## src/rtl/mioc.sv

```systemverilog
// Memory/IO controller behind the write-back stage: decodes each access into a
// variable-latency data RAM or memory-mapped IO (LEDs, buttons, 7-segment display).
module mioc #(
   parameter int RAM_AW  = 10,
   parameter int TIMEOUT = 16,
   parameter int BTN_W   = 4,
   parameter int LED_W   = 16
) (
   input  logic              clk,
   input  logic              rst,
   input  logic              mr,
   input  logic              mw,
   input  logic              io_r,
   input  logic              io_w,
   input  logic [31:0]       m_iaddr,
   input  logic [31:0]       wm_idata,
   output logic [31:0]       rm_idata,
   output logic              stall,
   output logic              err,
   output logic [RAM_AW-1:0] ram_addr,
   output logic [31:0]       ram_wdata,
   output logic              ram_req,
   output logic              ram_we,
   input  logic              ram_ready,
   input  logic [31:0]       ram_rdata,
   input  logic [BTN_W-1:0]  btn,
   output logic [LED_W-1:0]  led,
   output logic [31:0]       seg,
   output logic [1:0]        dbg_state
);

   localparam logic [31:0] LED_ADDR = 32'hFFFF_FF00;
   localparam logic [31:0] BTN_ADDR = 32'hFFFF_FF04;
   localparam logic [31:0] SEG_ADDR = 32'hFFFF_FF08;
   localparam logic [31:0] TIMEOUT_DATA = 32'hDEAD_BEEF;
   localparam int CW = (TIMEOUT > 1) ? $clog2(TIMEOUT) : 1;
   localparam logic [CW-1:0] CNT_MAX = CW'(TIMEOUT - 1);

   typedef enum logic [1:0] {
      IDLE     = 2'd0,
      RAM_WAIT = 2'd1,
      DONE     = 2'd2
   } state_t;

   state_t              state_q, state_d;
   logic [CW-1:0]       cnt_q, cnt_d;
   logic [31:0]         rd_q, rd_d;
   logic                req_q, req_d;
   logic                we_q, we_d;
   logic [RAM_AW-1:0]   addr_q, addr_d;
   logic [31:0]         wdata_q, wdata_d;
   logic [LED_W-1:0]    led_q, led_d;
   logic [31:0]         seg_q, seg_d;
   logic [BTN_W-1:0]    btn_meta_q, btn_sync_q;

   logic        access, is_rd, is_wr, both;
   logic        ram_hit, led_hit, btn_hit, seg_hit, fault;
   logic [31:0] io_rdata;
   logic        stall_c, err_c;
   logic        unused_io_qual;

   // io_r/io_w are informational only; decode is purely address-based.
   assign unused_io_qual = ^{io_r, io_w};

   assign access  = mr | mw;
   assign is_rd   = mr;
   assign is_wr   = mw & ~mr;
   assign both    = mr & mw;

   assign ram_hit = (m_iaddr[31:RAM_AW+2] == '0) && (m_iaddr[1:0] == 2'b00);
   assign led_hit = (m_iaddr == LED_ADDR);
   assign btn_hit = (m_iaddr == BTN_ADDR);
   assign seg_hit = (m_iaddr == SEG_ADDR);
   assign fault   = access & ~(ram_hit | led_hit | btn_hit | seg_hit);

   always_comb begin
      io_rdata = '0;
      if (led_hit)      io_rdata = 32'(led_q);
      else if (btn_hit) io_rdata = 32'(btn_sync_q);
      else if (seg_hit) io_rdata = seg_q;
   end

   // RAM handshake: ram_req rises with ram_we/ram_addr/ram_wdata and all four
   // stay stable until the cycle ram_ready=1; that cycle completes the access
   // (read data sampled there) and ram_req is low from the next cycle on.
   always_comb begin
      state_d = state_q;
      cnt_d   = cnt_q;
      rd_d    = rd_q;
      req_d   = req_q;
      we_d    = we_q;
      addr_d  = addr_q;
      wdata_d = wdata_q;
      led_d   = led_q;
      seg_d   = seg_q;
      stall_c = 1'b0;
      err_c   = 1'b0;
      case (state_q)
         IDLE: begin
            if (access) begin
               if (fault) begin
                  err_c = 1'b1;
                  rd_d  = '0;
               end else if (ram_hit) begin
                  stall_c = 1'b1;
                  err_c   = both;
                  req_d   = 1'b1;
                  we_d    = is_wr;
                  addr_d  = m_iaddr[RAM_AW+1:2];
                  wdata_d = wm_idata;
                  cnt_d   = '0;
                  state_d = RAM_WAIT;
               end else begin
                  // Simultaneous mr/mw resolves to a read; the write is dropped.
                  err_c = both | (is_wr & btn_hit);
                  if (is_rd)        rd_d  = io_rdata;
                  else if (led_hit) led_d = wm_idata[LED_W-1:0];
                  else if (seg_hit) seg_d = wm_idata;
               end
            end
         end
         RAM_WAIT: begin
            stall_c = 1'b1;
            if (ram_ready) begin
               req_d   = 1'b0;
               we_d    = 1'b0;
               if (!we_q) rd_d = ram_rdata;
               state_d = DONE;
            end else if (cnt_q == CNT_MAX) begin
               req_d   = 1'b0;
               we_d    = 1'b0;
               rd_d    = TIMEOUT_DATA;
               err_c   = 1'b1;
               state_d = DONE;
            end else begin
               cnt_d = cnt_q + CW'(1);
            end
         end
         // The request is still asserted upstream here; it must not re-issue.
         DONE:    state_d = IDLE;
         default: state_d = IDLE;
      endcase
   end

   always_ff @(posedge clk or negedge rst) begin
      if (!rst) begin
         state_q    <= IDLE;
         cnt_q      <= '0;
         rd_q       <= '0;
         req_q      <= 1'b0;
         we_q       <= 1'b0;
         addr_q     <= '0;
         wdata_q    <= '0;
         led_q      <= '0;
         seg_q      <= '0;
         btn_meta_q <= '0;
         btn_sync_q <= '0;
      end else begin
         state_q    <= state_d;
         cnt_q      <= cnt_d;
         rd_q       <= rd_d;
         req_q      <= req_d;
         we_q       <= we_d;
         addr_q     <= addr_d;
         wdata_q    <= wdata_d;
         led_q      <= led_d;
         seg_q      <= seg_d;
         btn_meta_q <= btn;
         btn_sync_q <= btn_meta_q;
      end
   end

   // In IDLE the load value is combinational; otherwise the read register holds.
   assign rm_idata  = !rst ? '0 : ((state_q == IDLE) ? rd_d : rd_q);
   assign stall     = stall_c & rst;
   assign err       = err_c & rst;
   assign ram_req   = req_q;
   assign ram_we    = we_q;
   assign ram_addr  = addr_q;
   assign ram_wdata = wdata_q;
   assign led       = led_q;
   assign seg       = seg_q;
   assign dbg_state = state_q;

endmodule
```

## config.mk

```make
export PLATFORM = sky130hd
export DESIGN_NAME = mioc
export DESIGN_NICKNAME = d
export VERILOG_FILES = /design/src/rtl/mioc.sv
export SDC_FILE = /design/constraint.sdc
export NUM_CORES = 1
export LEC_CHECK = 0
export ABC_AREA = 1
export BUFFER_PORTS_ARGS = -buffer_cell sky130_fd_sc_hd__buf_2
export CAP_MARGIN = 20
export CORE_ASPECT_RATIO = 1.5
export CORE_MARGIN = 2
export CORE_UTILIZATION = 30
export CTS_BUF_LIST = sky130_fd_sc_hd__clkbuf_2
export DETAILED_ROUTE_END_ITERATION = 10
export PLACE_DENSITY = 0.56
export REMOVE_ABC_BUFFERS = 1
export SYNTH_ARGS = -nofsm -noshare
export SYNTH_HDL_FRONTEND = slang
export SYNTH_SLANG_ARGS = --single-unit
```

## constraint.sdc

```tcl
create_clock -name clk -period 1.6 [get_ports clk]
set_clock_uncertainty 0.05 [all_clocks]
set_input_delay 0.08 -clock clk [delete_from_list [all_inputs] [get_ports clk]]
set_output_delay 0.08 -clock clk [all_outputs]
set_load 0.005 [all_outputs]
```

Word level (Yosys, flattened, before mapping) --
Cells that the tools add are included.
Word-level totals: bits in registers 138, output and inout port bits 128, logic and storage cells 95
Cells by class: reductions and logical operators 11, multiplexer cells 45, equality and inequality tests 11, bitwise operators 16, $add $sub $neg 1
Operators by type and width (number):
- 32-bit 2-to-1 mux | 12
- 32-bit == test (second input constant) | 3
- 32-bit one-hot mux with 2 select lines | 1
- 20-bit logical NOT | 1
- 4-bit 2-to-1 mux | 5
- 1-bit 2-to-1 mux | 16
- 6-bit AND reduction | 2
- 2-bit 2-to-1 mux | 5
- 2-bit inequality test (second input constant) | 5
- 1-bit one-hot mux with 2 select lines | 4
- 4-bit one-hot mux with 2 select lines | 1
- 4-bit AND reduction | 2
- 7-bit AND reduction | 1
- 1-bit AND | 6
- 1-bit inverter | 5
- 1-bit bitwise OR | 5
- 5-bit AND reduction | 1
- 4-bit by 1-bit adder with 4-bit output (second input constant) | 1
- 4-bit == test (second input constant) | 1
- 2-bit logical NOT | 2
- 2-bit one-hot mux with 2 select lines | 1
- 3-bit inequality test (second input constant) | 1
- 2-bit by 1-bit == test with 1-bit output (second input constant) | 1
- 2-bit nonzero test | 1
- 1-bit logical AND | 1

Longest topological paths before layout --
Gate-level depths: netlist of the first run.
depth in word-level cells 12, gate-level depth with buffers 13, depth with buffers taken out 12

Worst setup path after synthesis of the first run --
No wires, ideal clock.
path kind flip-flop to flip-flop, start register state_q[0], in the netlist dbg_state[0], end register led_q[1], in the netlist led[1], clock period less this slack 1.635 ns, slack -0.035 ns, data required time 1.418 ns, cell stages (with the launch flop) 9, library setup time 0.132 ns, buffers on the path 2, arrival 1.454 ns, cells stage by stage dfrtp_1 > nor2_2 > inv_1 > clkbuf_1 > nor2_1 > nand3_1 > clkbuf_1 > nand2_1 > o21ai_0
Between the ends: longest elaborated chain between the ends 2
RTL lines:
- start, declared | line 45 | state_t state_q, state_d;
- start signal, assigned | line 159 | state_q <= state_d;
- 2-bit logical NOT | line 98 | case (state_q)
- 6-bit AND reduction (no source line)
- end signal, assigned | line 166 | led_q <= led_d;
- end, declared | line 52 | logic [LED_W-1:0] led_q, led_d;
No other way between the ends. A chain may end at the register's enable or synchronous reset.

Worst setup path in the final report of the first run --
start register state_q[0], in the netlist dbg_state[0], end register seg_q[1], in the netlist seg[1]
Between the ends: longest elaborated chain between the ends 2
RTL lines:
- 2-bit logical NOT | line 98
- 7-bit AND reduction (no source line)
- end signal, assigned | line 167 | seg_q <= seg_d;
- end, declared | line 53 | logic [31:0] seg_q, seg_d;
No other way between the ends.

==> out/results.ini, run 1 <==
[pwr]
p_leak_uw=0.006734
power.density_nw_per_um2=473.8
ir_drop_mv=0.4586

[drt]
wl_per_cell_um=18.52
vias_per_cell=4.908
vias=8687
detail-route-antenna-nets=0
drt-total-wl_mm=32.78
first_pass_iters=6
drt_iter0_drc=392
drc=0

[yosys]
synth_edf_count=0
ys_ff_latch=138
synth_warnings=0
yosysMostFrequentCell=nand2_1
post-synth-top-area-cell=dfrtp_1
synth_area_um2=7609
netlist_instances=920
async_reset_ff_frac=1.000
synth.area.top_cells=dfrtp_1 45%, nand2_1 12%, nand3_1 6.4%, o21ai_2 3.9%, inv_1 3.2%
yosysUniqueCellTypes=41
seq_area_frac_synth=0.4539
netlist.area_leader.share=0.4539
ys.flop_type=dfrtp_1
avgSynthCellArea_um2=8.270
synth_common_cells=247 x nand2_1, 138 x dfrtp_1, 97 x nand3_1, 65 x inv_1, 47 x o21ai_0

[critical_path]
cp_max_fo=8
cp_num_cells=14
startpoint=dbg_state[0]$_DFFE_PN0P_
rr_startpoint=dbg_state[0]$_DFFE_PN0P_
required_ps=2230
path_cells=nor2_4, clkinv_4, buf_6, buf_6, buf_6, buf_6, buf_6, buf_6, nor3_4, nand2_4, buf_6, buf_12, buf_16, o21ai_2
cp_slowest_cell=dfrtp_1
endpoint=seg[1]$_DFFE_PN0P_
startpoint_type=register
reg2reg_to=seg[1]$_DFFE_PN0P_
cpMostUsedCell=buf_6
max_stage_delay_ps=470
crit_family=buffers and inverters
worstSetupPathType=reg2reg
r2r_cells=14
arrival_ps=3030
crit_buf_inv=10
ff2ff_setup_slack_ps=-800
cp-end-kind=register

[finish]
fin_area_um2=13770
layout-drive-gt1-share=0.5295
stdcell_count=1770
layout.nets=1534
final_core_util=0.5498
syn2layout_area_growth_pct=81.04

[floorplan]
die_h_um=199.0
core_area_um2=25050
die_area_um2=26680
placementRows=71
initial_core_util=0.3037
fp.dieW_um=134.0
io_pins=235

[grt]
grt_use_total=0.2210
grt_pass1_wl_mm=44.79
grt_overflow=0
grt_pass1_vias=8421
grt_max_degree=78
grt_antenna_before_repair=4

[placed_design]
dp.cells=1521
place_hpwl_mm=19.15
portBuffers=232
placed_area_um2=9712
place.gp.congestion=0.8295

[sta]
max_slew.worst_pin.slew_ps=826.0
finalSetupViolCount=154
max-slew-margin-rel=0.4494
rsz0062_at_grt=yes
fin_crit_sh=1.501
max_freq_ghz=0.4164
worst_slack_ps=-801.6
drv_slew=0
finalHoldViolCount=0
finalSetupTns_ps=-71240
period_needed_ps=2402

[clocking]
worstSkewPairLatency_ps=780
clockBufferDepth=2
path_clk_slew_ps=240
cts_root_buffer=clkbuf_2
cts_tree=done
htree_levels=4
numCtsBuffers=17
cts.sinks=138

[hold_path]
holdCritPathClass=in2reg

[status]
status=finished with violations
violations=negative setup slack

[run]
cap_violations=0

[what timing repair did]
| item | in CTS | in global routing |
|---|---|---|
| cloned | 13 | 16 |
| hold buffers | 117 | 5 |
| endpoints found under the hold margin | 268 | 6 |
| resized for setup | 100 | 306 |
| setup endpoints to repair | 147 | 212 |
| pin swaps | 16 | 56 |
| buffers inserted | 23 | 49 |
[registers in the layout (all words and copies together), names as in the netlist]
name	count
btn_meta_q	4
dbg_state	2
btn_sync_q	4
rd_q	32
ram_req	1
led	16
seg	32
ram_we	1
cnt_q	4
ram_wdata	32
ram_addr	10
[worst min-delay path, stage by stage]
cell	delay (ps)
buf_2	110
nand2_1	60
nor2_1	40
nand2_1	100
nor2_4	70
nand3_1	70
nand3_1	60
nand2_1	70
nand2_1	50
nand2_1	80
nand3_1	70
[how the worst min path moves through the flow]
| stage | from | endpoint | slack [ps] | cells past startpoint |
|---|---|---|---|---|
| after floorplan | rst | btn_meta_q[0]$_DFF_PN0_ | -270 | 0 |
| after global placement | rst | seg[28]$_DFFE_PN0P_ | 120 | 2 |
| after detailed placement | rst | ram_wdata[29]$_DFFE_PN0P_ | 130 | 2 |
| after CTS | m_iaddr[3] | rd_q[2]$_DFF_PN0_ | -20 | 11 |
| after global routing | ram_rdata[24] | rd_q[24]$_DFF_PN0_ | 3 | 4 |
| final | m_iaddr[3] | rd_q[1]$_DFF_PN0_ | 30 | 11 |
[metrics by stage]
| stage | hold WS (ps) | power (uW) | setup slack (ps) |
|---|---|---|---|
| after floorplan | -265.6 | 3744 | -2373 |
| after global routing | 2.790 | 6816 | -916.6 |
| final | 25.60 | 6527 | -801.6 |
| after CTS | -16.06 | 6543 | -837.9 |
| after global placement | 120.2 | 4103 | -285.0 |
| after detailed placement | 127.4 | 4107 | -325.9 |
[per-layer routing]
layer	global-route usage	vias to the layer above	wire [um]
li1	-	4097	-
met1	0.2430	4233	12130
met2	0.4034	265	17640
met3	0.04052	90	1318
met4	0.1142	2	1674
met5	0	-	7
[cell usage in the layout (no fill, tap or decap), types with 43 or more instances in the layout]
master and n:
buf_2 224, buf_4 96, buf_6 43, dfrtp_1 119, dlygate4sd3_1 122, inv_1 59, nand2_1 178, nand2_2 46
nand2_4 63, nand3_1 86, o21ai_2 75
[power by group]
group | leakage [uW] | internal, uW | switching, uW | total [uW]
Combinational | 0.00475 | 407 | 407 | 814
Sequential | 0.00187 | 3510 | 9.58 | 3520
Clock | 0.000121 | 729 | 1470 | 2190
Total | 0.00673 | 4640 | 1880 | 6530
[cells by family after synthesis]
family                   count (synthesis)  share of synthesized area
flip-flops                             138                     0.4539
XOR/XNOR                                 1                   0.001151
AO/OA/AOI/OAI                          187                     0.1659
buffers and inverters                  123                    0.07647
adder cells (fa/ha/maj)                  1                   0.001644
AND/OR/NAND/NOR                        470                     0.3009
[cell type report]
cell class / count / area, um2
well taps: 328 / 410.4
fillers: 2249 / 11280
repair inverters: 2 / 31.28
clock buffers: 19 / 95.09
multi-input cells: 659 / 4592
repair buffers: 537 / 4726
flip-flops and latches: 138 / 3477
diodes: 3 / 7.507
inverters: 71 / 289.0
clock inverters: 13 / 146.4
Power figures use the tool's default switching activity.
==> run 2: changes to the inputs <==
CORE_UTILIZATION = 48   (was 30)
PLACE_DENSITY = 0.82   (was 0.56)
clock period = 2.12 ns   (was 1.6 ns; I/O delays follow)
==> out/results.ini, run 2 (synthesis gave the netlist of run 1 again) <==
[status]
status=finished with violations
violations=negative setup slack

[grt]
use_met3=0.06464  ; +0.02412
grt_use_total=0.3020  ; +0.08098
grt_overflow=0  ; unchanged
grt_pass1_vias=8154  ; -3.2%
gr-usage-met1=0.3358  ; +0.09285
grt_max_degree=115  ; +47%
use_met2=0.5353  ; +0.1319
grt_most_used_layer=met2
grt_antenna_before_repair=2  ; -2
grt_pass1_wl_mm=39.94  ; -11%

[critical_path]
startpoint_type=register
max_stage_delay_ps=470  ; about the same
arrival_ps=2160  ; -870 ps
cp-end-kind=primary output
cp_slowest_cell=dfrtp_2
worstSetupPathType=reg2out
ff2ff_setup_slack_ps=0  ; +800 ps
cpMostUsedCell=a21oi_2
cp_max_fo=7  ; -1
rr_startpoint=dbg_state[1]$_DFFE_PN0P_
path_cells=nor2_4, buf_12, buf_4, o21ai_2, a21oi_2, nand2_1, a21oi_2, buf_2
reg2reg_to=ram_we$_DFFE_PN0P_
required_ps=1960  ; -270 ps
r2r_cells=8  ; -6

[drt]
detail-route-antenna-nets=0  ; unchanged
drt-total-wl_mm=26.17  ; -20%
vias_per_cell=5.455  ; +11%
vias=8100  ; -6.8%
drt_iter0_drc=674  ; +72%
drc=0  ; unchanged
wl_per_cell_um=17.62  ; -4.8%
first_pass_iters=6  ; unchanged

[placed_design]
pre_cts_slack_ps=141.2  ; +467.2 ps
place_hpwl_mm=16.13  ; -16%
placed_area_um2=9040  ; -6.9%
portBuffers=232  ; unchanged
dp.cells=1334  ; -12%
place.gp.congestion=0.9129  ; +10%

[sta]
finalSetupViolCount=28  ; -82%
fin_crit_sh=1.092
max_slew.worst_pin.slew_ps=625.8  ; -200.1 ps
period_needed_ps=2316
max_freq_ghz=0.4319
drv_slew=0  ; unchanged
finalHoldViolCount=0  ; unchanged
rsz0062_at_grt=yes
max-slew-margin-rel=0.5828  ; +0.1334
worst_slack_ps=-195.6  ; +606.0 ps

[clocking]
cts.sinks=138  ; unchanged
worstSkewPairLatency_ps=680  ; -100 ps
clockBufferDepth=2  ; unchanged
htree_levels=4  ; unchanged
cts_tree=done
numCtsBuffers=17  ; unchanged
path_clk_slew_ps=190  ; -50 ps
cts_root_buffer=clkbuf_2

[pwr]
power.density_nw_per_um2=416.9  ; -12%
ir_drop_mv=0.3702  ; -19%
p_leak_uw=0.005684  ; -16%

[floorplan]
fp.dieW_um=106.8  ; -20%
placementRows=56  ; -21%
die_area_um2=16890  ; -37%
die_h_um=158.2  ; -21%
core_area_um2=15550  ; -38%
initial_core_util=0.4891  ; +0.1854
io_pins=235  ; unchanged

[finish]
final_common_cell=nand2_1
fin_area_um2=10770  ; -22%
syn2layout_area_growth_pct=41.56
mostFrequentLayoutCells=235 x nand2_1, 231 x buf_2, 136 x dfrtp_1
layout-drive-gt1-share=0.3778  ; -0.1517
n_fill_cell=1201  ; -47%
final_core_util=0.6924  ; +0.1426
stdcell_count=1485  ; -16%
layout.nets=1381  ; -10%

[run]
cap_violations=0  ; unchanged

[hold_path]
holdCritPathClass=in2reg
min-delay-start=m_iaddr[11]
worstHoldPathCells=4  ; -7
holdPathEnd=ram_addr[9]$_DFFE_PN0P_

run 2: cell types whose count changed in the layout (fill, tap and decap cells not counted), moves of 9 or more:
cell / before / now
o21ai_2: 75 / 37
nand2_1: 178 / 235
nand3_4: 13 / 3
buf_12: 24 / 13
buf_6: 43 / 4
o21ai_0: 5 / 44
buf_4: 96 / 37
nand3_1: 86 / 95
dfrtp_1: 119 / 136
buf_16: 12 / 2
dfrtp_2: 19 / 2
nand2_4: 63 / 13
dlygate4sd3_1: 122 / 95
run 2: per-layer routing:
metal / vias up / share of wire
met3: 99 / 0.076
met1: 3774 / 0.37
met4: 0 / 0.043
li1: 3774 / -
met2: 453 / 0.51
met5: - / 0
run 2: worst max-delay path by stage:
stage                             start                    to  slack (ps)  cells after the start
2_1_floorplan  dbg_state[1]$_DFFE_PN0P_  cnt_q[0]$_DFFE_PN0P_       -1850                      7
6_report       dbg_state[1]$_DFFE_PN0P_           rm_idata[0]        -200                      8
5_1_grt        dbg_state[0]$_DFFE_PN0P_           rm_idata[0]        -310                      8
3_5_place_dp                m_iaddr[20]           rm_idata[9]         140                     12
4_1_cts        dbg_state[1]$_DFFE_PN0P_           rm_idata[5]        -130                      8
3_3_place_gp                m_iaddr[28]           rm_idata[9]         170                     12
run 2: area by class of cell:
type	instances	area [um2]	area share
multi-input combinational	659	3762	0.3493
inverter	71	274.0	0.02544
clock buffer	17	85.08	0.007900
sequential	138	3456	0.3209
antenna	1	2.502	0.0002323
clock inverter	10	83.83	0.007783
tap	203	254.0	0.02358
timing repair buffer	386	2853	0.2649
run 2: power breakdown:
part	internal [uW]	switching (uW)
logic	247	275
clock network	374	940
registers	2650	6.66
total	3270	1220
run 2: critical path, delay by kind of cell (launching register included):
kind,cells,cell delay (ps)
flip-flops,1,470
buffers and inverters,3,400
AO/OA/AOI/OAI,3,390
AND/OR/NAND/NOR,2,230
run 2: stage by stage:
step / power (uW) / hold slack [ps] / TNS [ps]
detailed placement: 3059 / 83.37 / 0
CTS: 4504 / 57.12 / -1818
global placement: 3054 / 86.30 / 0
floorplan: 2826 / -239.6 / -179720
global route: 4675 / 79.44 / -6404
finish: 4490 / 138.3 / -1844
run 2: timing repair:
item,CTS,global route
endpoints found under the hold margin,267,0
cloned,3,3
hold buffers,96,0
setup buffers,14,8
endpoints found under the setup margin,34,38
pin swaps,8,10
gates resized for setup,42,28
